`src/rtl/iterative_shift_unit.sv`:
```
// Multi-cycle SLL/SRL/SRA shifter: one shift step per clock from a working register.
// Define SHIFT_STEP4_EN to take 4-bit steps while at least four positions remain.
module iterative_shift_unit #(
  parameter int WIDTH = 32
) (
  input  logic             clock,
  input  logic             reset,
  input  logic             start,
  input  logic [WIDTH-1:0] data_in,
  input  logic [4:0]       shamt,
  input  logic [1:0]       op,
  output logic             busy,
  output logic             done,
  output logic [WIDTH-1:0] result
);

  typedef enum logic [1:0] {
    IDLE  = 2'd0,
    SHIFT = 2'd1,
    DONE  = 2'd2
  } state_t;

  state_t           state_q, state_d;
  logic [WIDTH-1:0] work_q, work_d;
  logic [4:0]       count_q, count_d;
  logic [1:0]       op_q, op_d;
  logic [WIDTH-1:0] result_q, result_d;
  logic             busy_q, busy_d;
  logic             done_q, done_d;

  // op 2'b11 is reserved and leaves the operand untouched.
  function automatic logic [WIDTH-1:0] shift_step(input logic [WIDTH-1:0] v,
                                                  input logic [1:0]       kind,
                                                  input logic [2:0]       amt);
    logic [WIDTH-1:0] r;
    case (kind)
      2'b00:   r = v << amt;
      2'b01:   r = v >> amt;
      2'b10:   r = $signed(v) >>> amt;
      default: r = v;
    endcase
    return r;
  endfunction

  always_comb begin
    state_d  = state_q;
    work_d   = work_q;
    count_d  = count_q;
    op_d     = op_q;
    result_d = result_q;

    case (state_q)
      IDLE: begin
        if (start) begin
          work_d  = data_in;
          count_d = shamt;
          op_d    = op;
          state_d = (shamt == 5'd0) ? DONE : SHIFT;
        end
      end
      SHIFT: begin
`ifdef SHIFT_STEP4_EN
        if (count_q >= 5'd4) begin
          work_d  = shift_step(work_q, op_q, 3'd4);
          count_d = count_q - 5'd4;
        end else begin
          work_d  = shift_step(work_q, op_q, 3'd1);
          count_d = count_q - 5'd1;
        end
`else
        work_d  = shift_step(work_q, op_q, 3'd1);
        count_d = count_q - 5'd1;
`endif
        if (count_d == 5'd0) begin
          state_d = DONE;
        end
      end
      DONE: begin
        state_d = IDLE;
      end
      default: begin
        state_d = IDLE;
      end
    endcase

    // Result is captured on the edge that enters DONE, so it is valid alongside done.
    if (state_d == DONE && state_q != DONE) begin
      result_d = work_d;
    end

    busy_d = (state_d != IDLE);
    done_d = (state_d == DONE);
  end

  always_ff @(posedge clock or posedge reset) begin
    if (reset) begin
      state_q  <= IDLE;
      work_q   <= '0;
      count_q  <= '0;
      op_q     <= '0;
      result_q <= '0;
      busy_q   <= 1'b0;
      done_q   <= 1'b0;
    end else begin
      state_q  <= state_d;
      work_q   <= work_d;
      count_q  <= count_d;
      op_q     <= op_d;
      result_q <= result_d;
      busy_q   <= busy_d;
      done_q   <= done_d;
    end
  end

  assign busy   = busy_q;
  assign done   = done_q;
  assign result = result_q;

endmodule

```
`config.mk`:
```
export PLATFORM = sky130hd
export DESIGN_NAME = iterative_shift_unit
export DESIGN_NICKNAME = d
export VERILOG_FILES = /design/src/rtl/iterative_shift_unit.sv
export SDC_FILE = /design/constraint.sdc
export NUM_CORES = 1
export LEC_CHECK = 0
export BUFFER_PORTS_ARGS = -buffer_cell sky130_fd_sc_hd__buf_2
export CORE_ASPECT_RATIO = 0.5
export CORE_MARGIN = 2
export CORE_UTILIZATION = 45
export DETAILED_ROUTE_END_ITERATION = 10
export PLACE_DENSITY = 0.69
export SYNTH_ARGS = -nofsm -noshare
export SYNTH_HDL_FRONTEND = slang
export SYNTH_SLANG_ARGS = --single-unit
```
`constraint.sdc`:
```
create_clock -name clock -period 3.6 [get_ports clock]
set_input_delay 0.18 -clock clock [delete_from_list [all_inputs] [get_ports clock]]
set_output_delay 0.18 -clock clock [all_outputs]
set_load 0.03 [all_outputs]
```
==> metrics.md <==
| Metric | Value |
|---|---|
| Hold Crit Class | in2async |
| Yosys cell types | 43 |
| Clk buf depth | 2 |
| Worst R2R Start | state_q[1] |
| Setup-failing EPs final | 0 |
| Final core occ | 54.1% |
| Number of flops mapped to enable cells by yosys | 0 |
| Layout Nets | 525 |
| Clk_lat worst skew | 340 ps |
| Die Y | 73.8 um |
| TritonCTS clock tree | built |
| PostCTS Resize Cnt | 0 |
| Pwr/cell area | 1040 mW/mm2 |
| Mapped cell area | 0.00438 mm2 |
| NetSw | 0.00226 W |
| Peak Freq | 375 MHz |
| Worst hold slack | -20.4 ps |
| Met3 usage | 5.67% |
| Via Count | 3454 |
| Switching part of the total | 42.8% |
| Tmin final | 2670 ps |
| H-tree depth | 3 |
| Cts bufs inserted | 9 |
| Detail Route Antenna Nets | 0 |
| Post-synthesis register bit count | 75 |
| CTS clock-pin slew for the worst setup and hold paths | 60 ps |
| Net count after synthesis | 470 |
| Top cells by count, synth | dfrtp_1 (75), o21ai_0 (34), nand2b_1 (33) |
| Fin. Hold Viols | 28 |
| GRT overflow | 0 |
| Initial antenna violation count | 0 |
| Total chip power | 0.00530 W |
| Share of layout cells above drive strength 1 | 31.1% |
| Outcome | finished, violations left |
| Global routing usage on met2 | 30.0% |
| First-pass GRT wire length | 16600 um |
| CTS Root Cell | clkbuf_16 |
| Post-CTS Setup Inserts | 0 |
| Yosys top cell area share | 42.9% |
| Synth area leader | dfrtp_1 |
| Synth Warn # | 0 |
| Data required, critical path | 3820 ps |
| CP startpoint | state_q[1] |
| Global route hottest layer | met2 |
| Top FF cell, synth | dfrtp_1 |
| GRT Resource Usage Total | 20.3% |
| Placed Cells | 605 |
| CTS Sinks | 75 |
| Critical Path Start Type | flop |
| WP data arrival | 2880 ps |
| Failing checks | hold timing |
| RSZ-0062 raised after global routing | no |
| Count leader, synth | dfrtp_1 |
| DIE AREA | 0.0106 mm2 |
| Vias in the first global route | 3261 |
| Max cap viols | 0 |
| Core area | 0.00945 mm2 |
| N_diodes | 0 |
| I/O pin total | 76 |
| Leak Pwr | 2.23 nW |
| Seq pwr share | 32.3% |
| Gpl congestion | 0.791 |
| Area Overhead vs Synth | 16.8% |
| Wire length per cell | 16.3 um |
| Setup_tns | 0 ps |
| Comb pwr share | 49.1% |
| Seq/Total Area, Yosys | 42.9% |
| Part of the cycle the worst path needs | 74.0% |
| I/O Buffers | 75 |
| Critical Path End Type | flop |
| Max-slew headroom | 24.3% |
| CP Max Fanout | 36 |
| Asr flop ratio synth | 100% |
| Mapped Cells | 426 |
| Num rows | 25 |
| Drt total wl | 10100 um |
| Max-slew violation count | 0 |
| Least-Margin Pin Slew | 1130 ps |
| Post-DP HPWL | 6510 um |
| Initial DRC Count | 266 |
| Syn Area/Cell | 10.3 um2 |
| Internal | 0.00303 W |
| Largest net degree at the start of global routing | 71 |
| Vias per Instance | 5.57 |
| Router iterations before antenna repair | 4 |
| Setup CP Type | reg2reg |
| Clk network pwr share | 18.6% |
| Max Clock Skew | 5.98 ps |
| Initial Util | 46.4% |
| Post-Layout Cell Count | 620 |
| DRC | 0 |
| Hold Buf Count CTS | 0 |
| Met1 usage | 29.4% |
| Synth area leaders | dfrtp_1 (43%), mux2_4 (9.6%), nand3b_1 (5.3%) |
| Die W | 144 um |
| Maximum VDD drop | 0.378 mV |
-- area by class of cell --
| class | instances | area (um2) |
|---|---|---|
| multi-input cells | 304 | 2280 |
| clock buffers | 11 | 253 |
| fillers | 874 | 4330 |
| flip-flops and latches | 75 | 1880 |
| repair buffers | 82 | 428 |
| clock inverters | 4 | 73.8 |
| well taps | 135 | 169 |
| inverters | 9 | 35.0 |
-- worst max-delay path, stage by stage, from the launching register on --
cell and delay (ps):
dfrtp_2 720, nand2b_1 220, nor2_1 110, a32oi_4 600
buf_4 510, mux2_2 380
-- final timing paths --
kind / depth (start not counted) / end / slack, ps
max reg2reg: 5 / result[14] / 930
min: 2 / result[9] / -20
min reg2reg: 1 / result[15] / 500
max: 5 / result[14] / 930
max in group asynchronous: 3 / result[19] / 2780
min in group clock: 2 / op_q[1] / 90
-- power groups by stage --
stage	clock, W	combinational (W)	sequential [W]
floorplan	0	0.00177	0.00193
global placement	0	0.00257	0.00170
detailed placement	0	0.00260	0.00171
CTS	0.00100	0.00261	0.00170
global route	0.00104	0.00285	0.00178
finish	0.000983	0.00260	0.00171
-- cells by family after synthesis --
group	count (synthesis)	synth area share (%)
flip-flops	75	42.9
XOR/XNOR	1	0.200
buffers and inverters	47	5.29
multiplexers	35	11.4
AND/OR/NAND/NOR	117	15.5
AO/OA/AOI/OAI	149	24.2
adder cells (fa/ha/maj)	2	0.571
-- flip-flops by register name, indices dropped and copies added, names as in the netlist --
register,cells
count_q,5
op_q,2
state_q,2
result,32
work_q,32
done,1
busy,1
-- cells in the final DEF (no fill, tap or decap), types with 5 or more instances in the layout --
master     count
inv_1          8
nand2b_1      33
clkbuf_16      9
mux2_4        28
buf_4          7
nor2_1         5
o211ai_2      10
o22ai_1       32
nand3b_1      31
buf_2         75
a21o_1        29
nand2_1       32
dfrtp_1       74
mux2_2         6
o21ai_0       34
o211ai_1      19
a21oi_1       11
-- stage by stage --
step | instance area [um2] | worst slack, ps
2_1_floorplan | 4380 | 1510
3_3_place_gp | 4790 | 988
3_5_place_dp | 4790 | 935
4_1_cts | 5110 | 922
5_1_grt | 5110 | 787
6_report | 5110 | 934
-- per-layer routing --
| layer | vias up | part of all wire, % |
|---|---|---|
| li1 | 1663 | - |
| met1 | 1684 | 50 |
| met2 | 98 | 43 |
| met3 | 9 | 6.3 |
| met4 | 0 | 0.88 |
| met5 | - | 0 |
(Power assumes the default switching activity.)
